[src/rtl/rx_interface.sv]
// Receive-side metaframe aligner: hunts for sync, verifies spacing, locks, and delivers payload words.
// Optional RX_ERR_COUNT_EN adds a saturating ERR_COUNT of SYNC_ERR/WORD_ERR pulses.
module rx_interface #(
  parameter int META_FRAME_LEN = 16,
  parameter int LOCK_CNT       = 4,
  parameter int LOSS_CNT       = 4
) (
  input  logic        USER_CLK,
  input  logic        SYSTEM_RESET,
  input  logic [63:0] DATA_IN,
  input  logic [1:0]  HEADER_IN,
  input  logic        DATA_IN_VALID,
  output logic [63:0] DATA_OUT,
  output logic        DATA_OUT_VALID,
  output logic        FRAME_LOCK,
  output logic        SYNC_ERR,
  output logic        WORD_ERR
`ifdef RX_ERR_COUNT_EN
  ,
  output logic [15:0] ERR_COUNT
`endif
);

  localparam int PW = $clog2(META_FRAME_LEN);
  localparam int GW = $clog2(LOCK_CNT + 1);
  localparam int BW = $clog2(LOSS_CNT + 1);
  localparam logic [63:0] SYNC_WORD = 64'h78f678f678f678f6;
  localparam logic [63:0] IDLE_WORD = 64'hAAAAAAAAAAAAAAAA;

  typedef enum logic [1:0] {
    ST_HUNT   = 2'd0,
    ST_VERIFY = 2'd1,
    ST_LOCKED = 2'd2
  } state_t;

  state_t          state_r, state_nxt_s;
  logic [PW-1:0]   pos_r, pos_nxt_s;
  logic [GW-1:0]   good_cnt_r, good_nxt_s;
  logic [BW-1:0]   bad_cnt_r, bad_nxt_s;
  logic            deliver_s, sync_err_s, word_err_s;
  logic            is_sync_s, is_scrm_s, is_idle_s, is_ctrl_s;

  assign is_ctrl_s = (HEADER_IN == 2'b10);
  assign is_sync_s = is_ctrl_s && (DATA_IN == SYNC_WORD);
  assign is_scrm_s = is_ctrl_s && (DATA_IN[63:56] == 8'h28);
  assign is_idle_s = is_ctrl_s && (DATA_IN == IDLE_WORD);

  // Next-state, position/counter update and per-word classification
  always_comb begin
    state_nxt_s = state_r;
    pos_nxt_s   = pos_r;
    good_nxt_s  = good_cnt_r;
    bad_nxt_s   = bad_cnt_r;
    deliver_s   = 1'b0;
    sync_err_s  = 1'b0;
    word_err_s  = 1'b0;
    if (DATA_IN_VALID) begin
      case (state_r)
        ST_HUNT: begin
          if (is_sync_s) begin
            state_nxt_s = ST_VERIFY;
            pos_nxt_s   = PW'(1);
            good_nxt_s  = GW'(1);
          end else begin
            pos_nxt_s = pos_r;
          end
        end
        ST_VERIFY: begin
          pos_nxt_s = pos_r + PW'(1);
          if (pos_r != PW'(0)) begin
            good_nxt_s = good_cnt_r;
          end else if (is_sync_s) begin
            good_nxt_s = good_cnt_r + GW'(1);
            if (good_cnt_r + GW'(1) == GW'(LOCK_CNT)) begin
              state_nxt_s = ST_LOCKED;
              bad_nxt_s   = BW'(0);
            end else begin
              state_nxt_s = ST_VERIFY;
            end
          end else begin
            state_nxt_s = ST_HUNT;
            sync_err_s  = 1'b1;
          end
        end
        ST_LOCKED: begin
          // Position free-runs while locked; alignment is never adjusted here
          pos_nxt_s = pos_r + PW'(1);
          if (pos_r == PW'(0)) begin
            if (is_sync_s) begin
              bad_nxt_s = BW'(0);
            end else begin
              sync_err_s = 1'b1;
              bad_nxt_s  = bad_cnt_r + BW'(1);
              if (bad_cnt_r + BW'(1) == BW'(LOSS_CNT)) begin
                state_nxt_s = ST_HUNT;
              end else begin
                state_nxt_s = ST_LOCKED;
              end
            end
          end else if (pos_r == PW'(1)) begin
            word_err_s = !is_scrm_s;
          end else if (HEADER_IN == 2'b01) begin
            deliver_s = 1'b1;
          end else begin
            word_err_s = !is_idle_s;
          end
        end
        default: begin
          state_nxt_s = ST_HUNT;
        end
      endcase
    end else begin
      state_nxt_s = state_r;
    end
  end

  // State, counters and registered outputs
  always_ff @(posedge USER_CLK or posedge SYSTEM_RESET) begin
    if (SYSTEM_RESET) begin
      state_r        <= ST_HUNT;
      pos_r          <= PW'(0);
      good_cnt_r     <= GW'(0);
      bad_cnt_r      <= BW'(0);
      DATA_OUT       <= 64'h0;
      DATA_OUT_VALID <= 1'b0;
      FRAME_LOCK     <= 1'b0;
      SYNC_ERR       <= 1'b0;
      WORD_ERR       <= 1'b0;
    end else begin
      state_r        <= state_nxt_s;
      pos_r          <= pos_nxt_s;
      good_cnt_r     <= good_nxt_s;
      bad_cnt_r      <= bad_nxt_s;
      DATA_OUT_VALID <= deliver_s;
      FRAME_LOCK     <= (state_nxt_s == ST_LOCKED);
      SYNC_ERR       <= sync_err_s;
      WORD_ERR       <= word_err_s;
      if (deliver_s) begin
        DATA_OUT <= DATA_IN;
      end else begin
        DATA_OUT <= DATA_OUT;
      end
    end
  end

`ifdef RX_ERR_COUNT_EN
  // Saturating error tally, one cycle behind the error pulses
  always_ff @(posedge USER_CLK or posedge SYSTEM_RESET) begin
    if (SYSTEM_RESET) begin
      ERR_COUNT <= 16'h0;
    end else if ((SYNC_ERR || WORD_ERR) && (ERR_COUNT != 16'hFFFF)) begin
      ERR_COUNT <= ERR_COUNT + 16'd1;
    end else begin
      ERR_COUNT <= ERR_COUNT;
    end
  end
`endif

endmodule
[config.mk]
export PLATFORM = sky130hd
export DESIGN_NAME = rx_interface
export DESIGN_NICKNAME = d
export VERILOG_FILES = /design/src/rtl/rx_interface.sv
export SDC_FILE = /design/constraint.sdc
export NUM_CORES = 1
export LEC_CHECK = 0
export ABC_CLOCK_PERIOD_IN_PS = 7200
export CORE_ASPECT_RATIO = 1.2
export CORE_MARGIN = 4
export CORE_UTILIZATION = 30
export DETAILED_ROUTE_END_ITERATION = 8
export GPL_ROUTABILITY_DRIVEN = 0
export SETUP_SLACK_MARGIN = 0.1
export SYNTH_ARGS = -nofsm -noshare
export SYNTH_HDL_FRONTEND = slang
export SYNTH_SLANG_ARGS = --single-unit
[constraint.sdc]
create_clock -name USER_CLK -period 7.2 [get_ports USER_CLK]
set_input_delay 1.8 -clock USER_CLK [delete_from_list [all_inputs] [get_ports USER_CLK]]
set_output_delay 1.8 -clock USER_CLK [all_outputs]
set_load 0.02 [all_outputs]
==> out/results.ini <==
[status]
status = finished clean

[logic_synthesis]
yosysWarnings = 0
ys_seq_area_frac = 0.5128
ys_ff_latch = 80
synth.area.top_cells = dfrtp_1 51%, mux2_2 19%, ha_1 3.5%
synth_flop_cell = dfrtp_1
synth.largest_area_cell = dfrtp_1
syn_nets = 400
synth_edf_count = 0
synth_top_area_frac = 0.5128
synthArstFlopShare = 1.000
synthCells = 320
avgSynthCellArea_um2 = 12.20
ys_types = 51
syn_area_mm2 = 0.003904

[floorplanning]
die_h_um = 133.0
die_area_mm2 = 0.01491
row_count = 45
core_area_mm2 = 0.01272
pin_count = 137
initial_utilization = 0.3068
die_w_um = 112.1

[clock_tree]
cts_tree = done
hold_buffers = 0
cts.sinks = 80
clkLatencyLatePin_ns = 0.34
cts-root-buf = clkbuf_16
clkTransAtPathRegs_ns = 0.06
cts_buffers = 9
postCtsResizedCells = 0
post_cts_buffers = 0
cts.htree.levels = 3
cts_buffer_depth = 2

[setup_path]
r2r_end = DATA_OUT[49]
r2r_cells = 6
worstSetupPathType = input pin to flop
startpoint_type = input pin
path_depth = 7
required_ns = 7.42
crit_start = DATA_IN[3]
max_stage_delay_ns = 0.67
cp-end-kind = flop
crit_end = bad_cnt_r[1]
crit_arrival_ns = 4.64
path_cells = clkdlybuf4s50_1, or4b_1, nor4_2, nand2_1, or4_1, or3_1, a22o_1
r2r_slack_ns = 4.42
cp_slowest_cell = or4_1
rr_startpoint = pos_r[0]
path_max_fanout = 6
path_buf_inv = 1
crit_family = simple AND/OR/NAND/NOR gates

[sta]
worst_pin_slew_ns = 1.045
fin_skew_ns = 0.006610
finalCritPeriodShare = 0.6137
setup_viol = 0
final_max_slew_viol_count = 0
timing.fmax_mhz = 226.3
setup_tns_ns = 0
fin_crit_ns = 4.419
hold_viol = 0
rsz0062_at_grt = false
relSlewSlack = 0.3032

[drt]
first_pass_iters = 4
viasPerCell = 5.144
post_drt_wl_per_cell_um = 18.45
routed-via-count = 3205
drc = 0
drt_wl_total_mm = 11.50
drt_iter0_markers = 77
antenna_left = 0

[finish]
fin_nets = 534
drive_above_1_share = 0.1961
stdcell_count = 623
syn2layout_area_growth_pct = 47.05
design_area_mm2 = 0.005741
diodes = 0

[global_routing]
track_usage = 0.1555
antenna_found_initial = 0
grt_first_pass_wirelength_mm = 18.31
grt_pass1_vias = 3281
grt.overflow.total = 0
grt_max_degree = 81

[place]
detailed_place.area_mm2 = 0.005434
io_buffers = 136
dp.cells = 607
hpwl_mm = 8.740

[hold_path]
hp-class = flop to flop

[power]
p_per_area_mw_per_mm2 = 172.1
power_leakage_nw = 2.509
total_power_mw = 0.9878
ir_drop_uv = 80.23

[run]
maxCapViolations = 0

-- synth_stat cells (6+ instances only) --
cell / instances
nand4b_1: 12
nand3_1: 7
nor4_1: 7
mux2_2: 65
dfrtp_1: 80
nor3_1: 6
nand2_1: 20
clkbuf_1: 13
inv_1: 7
o21ai_0: 7
ha_1: 11
nor2_1: 7
a21oi_1: 9
-- cells in the final DEF, fill, tap and decap left out, types with 4 or more instances in the layout --
| cell type | n |
|---|---|
| clkbuf_16 | 9 |
| nand4_1 | 5 |
| a21oi_1 | 9 |
| nor4bb_1 | 4 |
| o21ai_0 | 7 |
| nor3_1 | 5 |
| nor4_1 | 7 |
| dfrtp_1 | 80 |
| nor2_1 | 7 |
| nand4b_1 | 12 |
| nand2_1 | 20 |
| clkdlybuf4s50_1 | 136 |
| nand3_1 | 7 |
| ha_1 | 11 |
| nor4b_1 | 5 |
| inv_1 | 6 |
| mux2_2 | 65 |
| nand2b_1 | 5 |
-- power by group --
part	switching (mW)	internal, mW	leakage [nW]
clock network	0.191	0.279	0.145
registers	0	0.449	1.11
logic	0.0292	0.0390	1.26
-- per-stage QoR --
| step | hold WS (ns) | setup slack, ns | utilization |
|---|---|---|---|
| floorplan | 0.4732 | 3.140 | - |
| global placement | 0.4893 | 2.449 | 0.4270 |
| detailed placement | 0.4939 | 2.408 | 0.4270 |
| CTS | 0.5090 | 2.761 | 0.4511 |
| global route | 0.5193 | 2.645 | 0.4511 |
| finish | 0.5045 | 2.781 | 0.4511 |
-- how the worst min path moves through the flow --
| stage | from | to | slack [ns] | cells after the start |
|---|---|---|---|---|
| after floorplan | good_cnt_r[2] | good_cnt_r[2] | 0.47 | 1 |
| after global placement | DATA_OUT[55] | DATA_OUT[55] | 0.49 | 1 |
| after detailed placement | DATA_OUT[48] | DATA_OUT[48] | 0.49 | 1 |
| after CTS | DATA_OUT[48] | DATA_OUT[48] | 0.51 | 1 |
| after global routing | DATA_OUT[27] | DATA_OUT[27] | 0.52 | 1 |
| final | DATA_OUT[61] | DATA_OUT[61] | 0.50 | 1 |
-- worst register-to-register path: stages, from the launching register on --
cell,delay [ns]
dfrtp_1,0.46
inv_1,0.10
ha_1,0.18
nor3b_1,0.83
nor3_2,0.23
buf_4,0.42
mux2_2,0.45
-- logic make-up (layout without fill, tap and decap cells) --
logic type	Yosys count	in the layout	synth area share
AO/OA/AOI/OAI	39	39	0.06795
XOR/XNOR	2	2	0.004488
adder cells (fa/ha/maj)	11	11	0.03526
buffers and inverters	22	161	0.02147
flip-flops	80	80	0.5128
multiplexers	66	66	0.1901
AND/OR/NAND/NOR	100	100	0.1679
-- flip-flops by register name, indices dropped and copies added (netlist names) --
name,flops
pos_r,4
DATA_OUT_VALID,1
SYNC_ERR,1
bad_cnt_r,3
state_r,2
FRAME_LOCK,1
good_cnt_r,3
WORD_ERR,1
DATA_OUT,64
-- per-layer routing --
| metal | vias up | share of wire | global-route usage |
|---|---|---|---|
| met5 | - | 0 | 0 |
| met4 | 0 | 0.030 | 0.07682 |
| met3 | 21 | 0.046 | 0.02699 |
| met2 | 101 | 0.52 | 0.2661 |
| met1 | 1611 | 0.40 | 0.1876 |
| li1 | 1472 | - | - |
-- area by class of cell --
type,count,area [µm²]
Timing Repair Buffer,138,1376
Multi-Input combinational cell,218,1823
Tap cell,164,205.2
Sequential cell,80,2002
Inverter,7,27.53
Clock inverter,6,67.56
Clock buffer,10,239.0
Fill cell,1225,6984
Power figures use the tool's default switching activity.
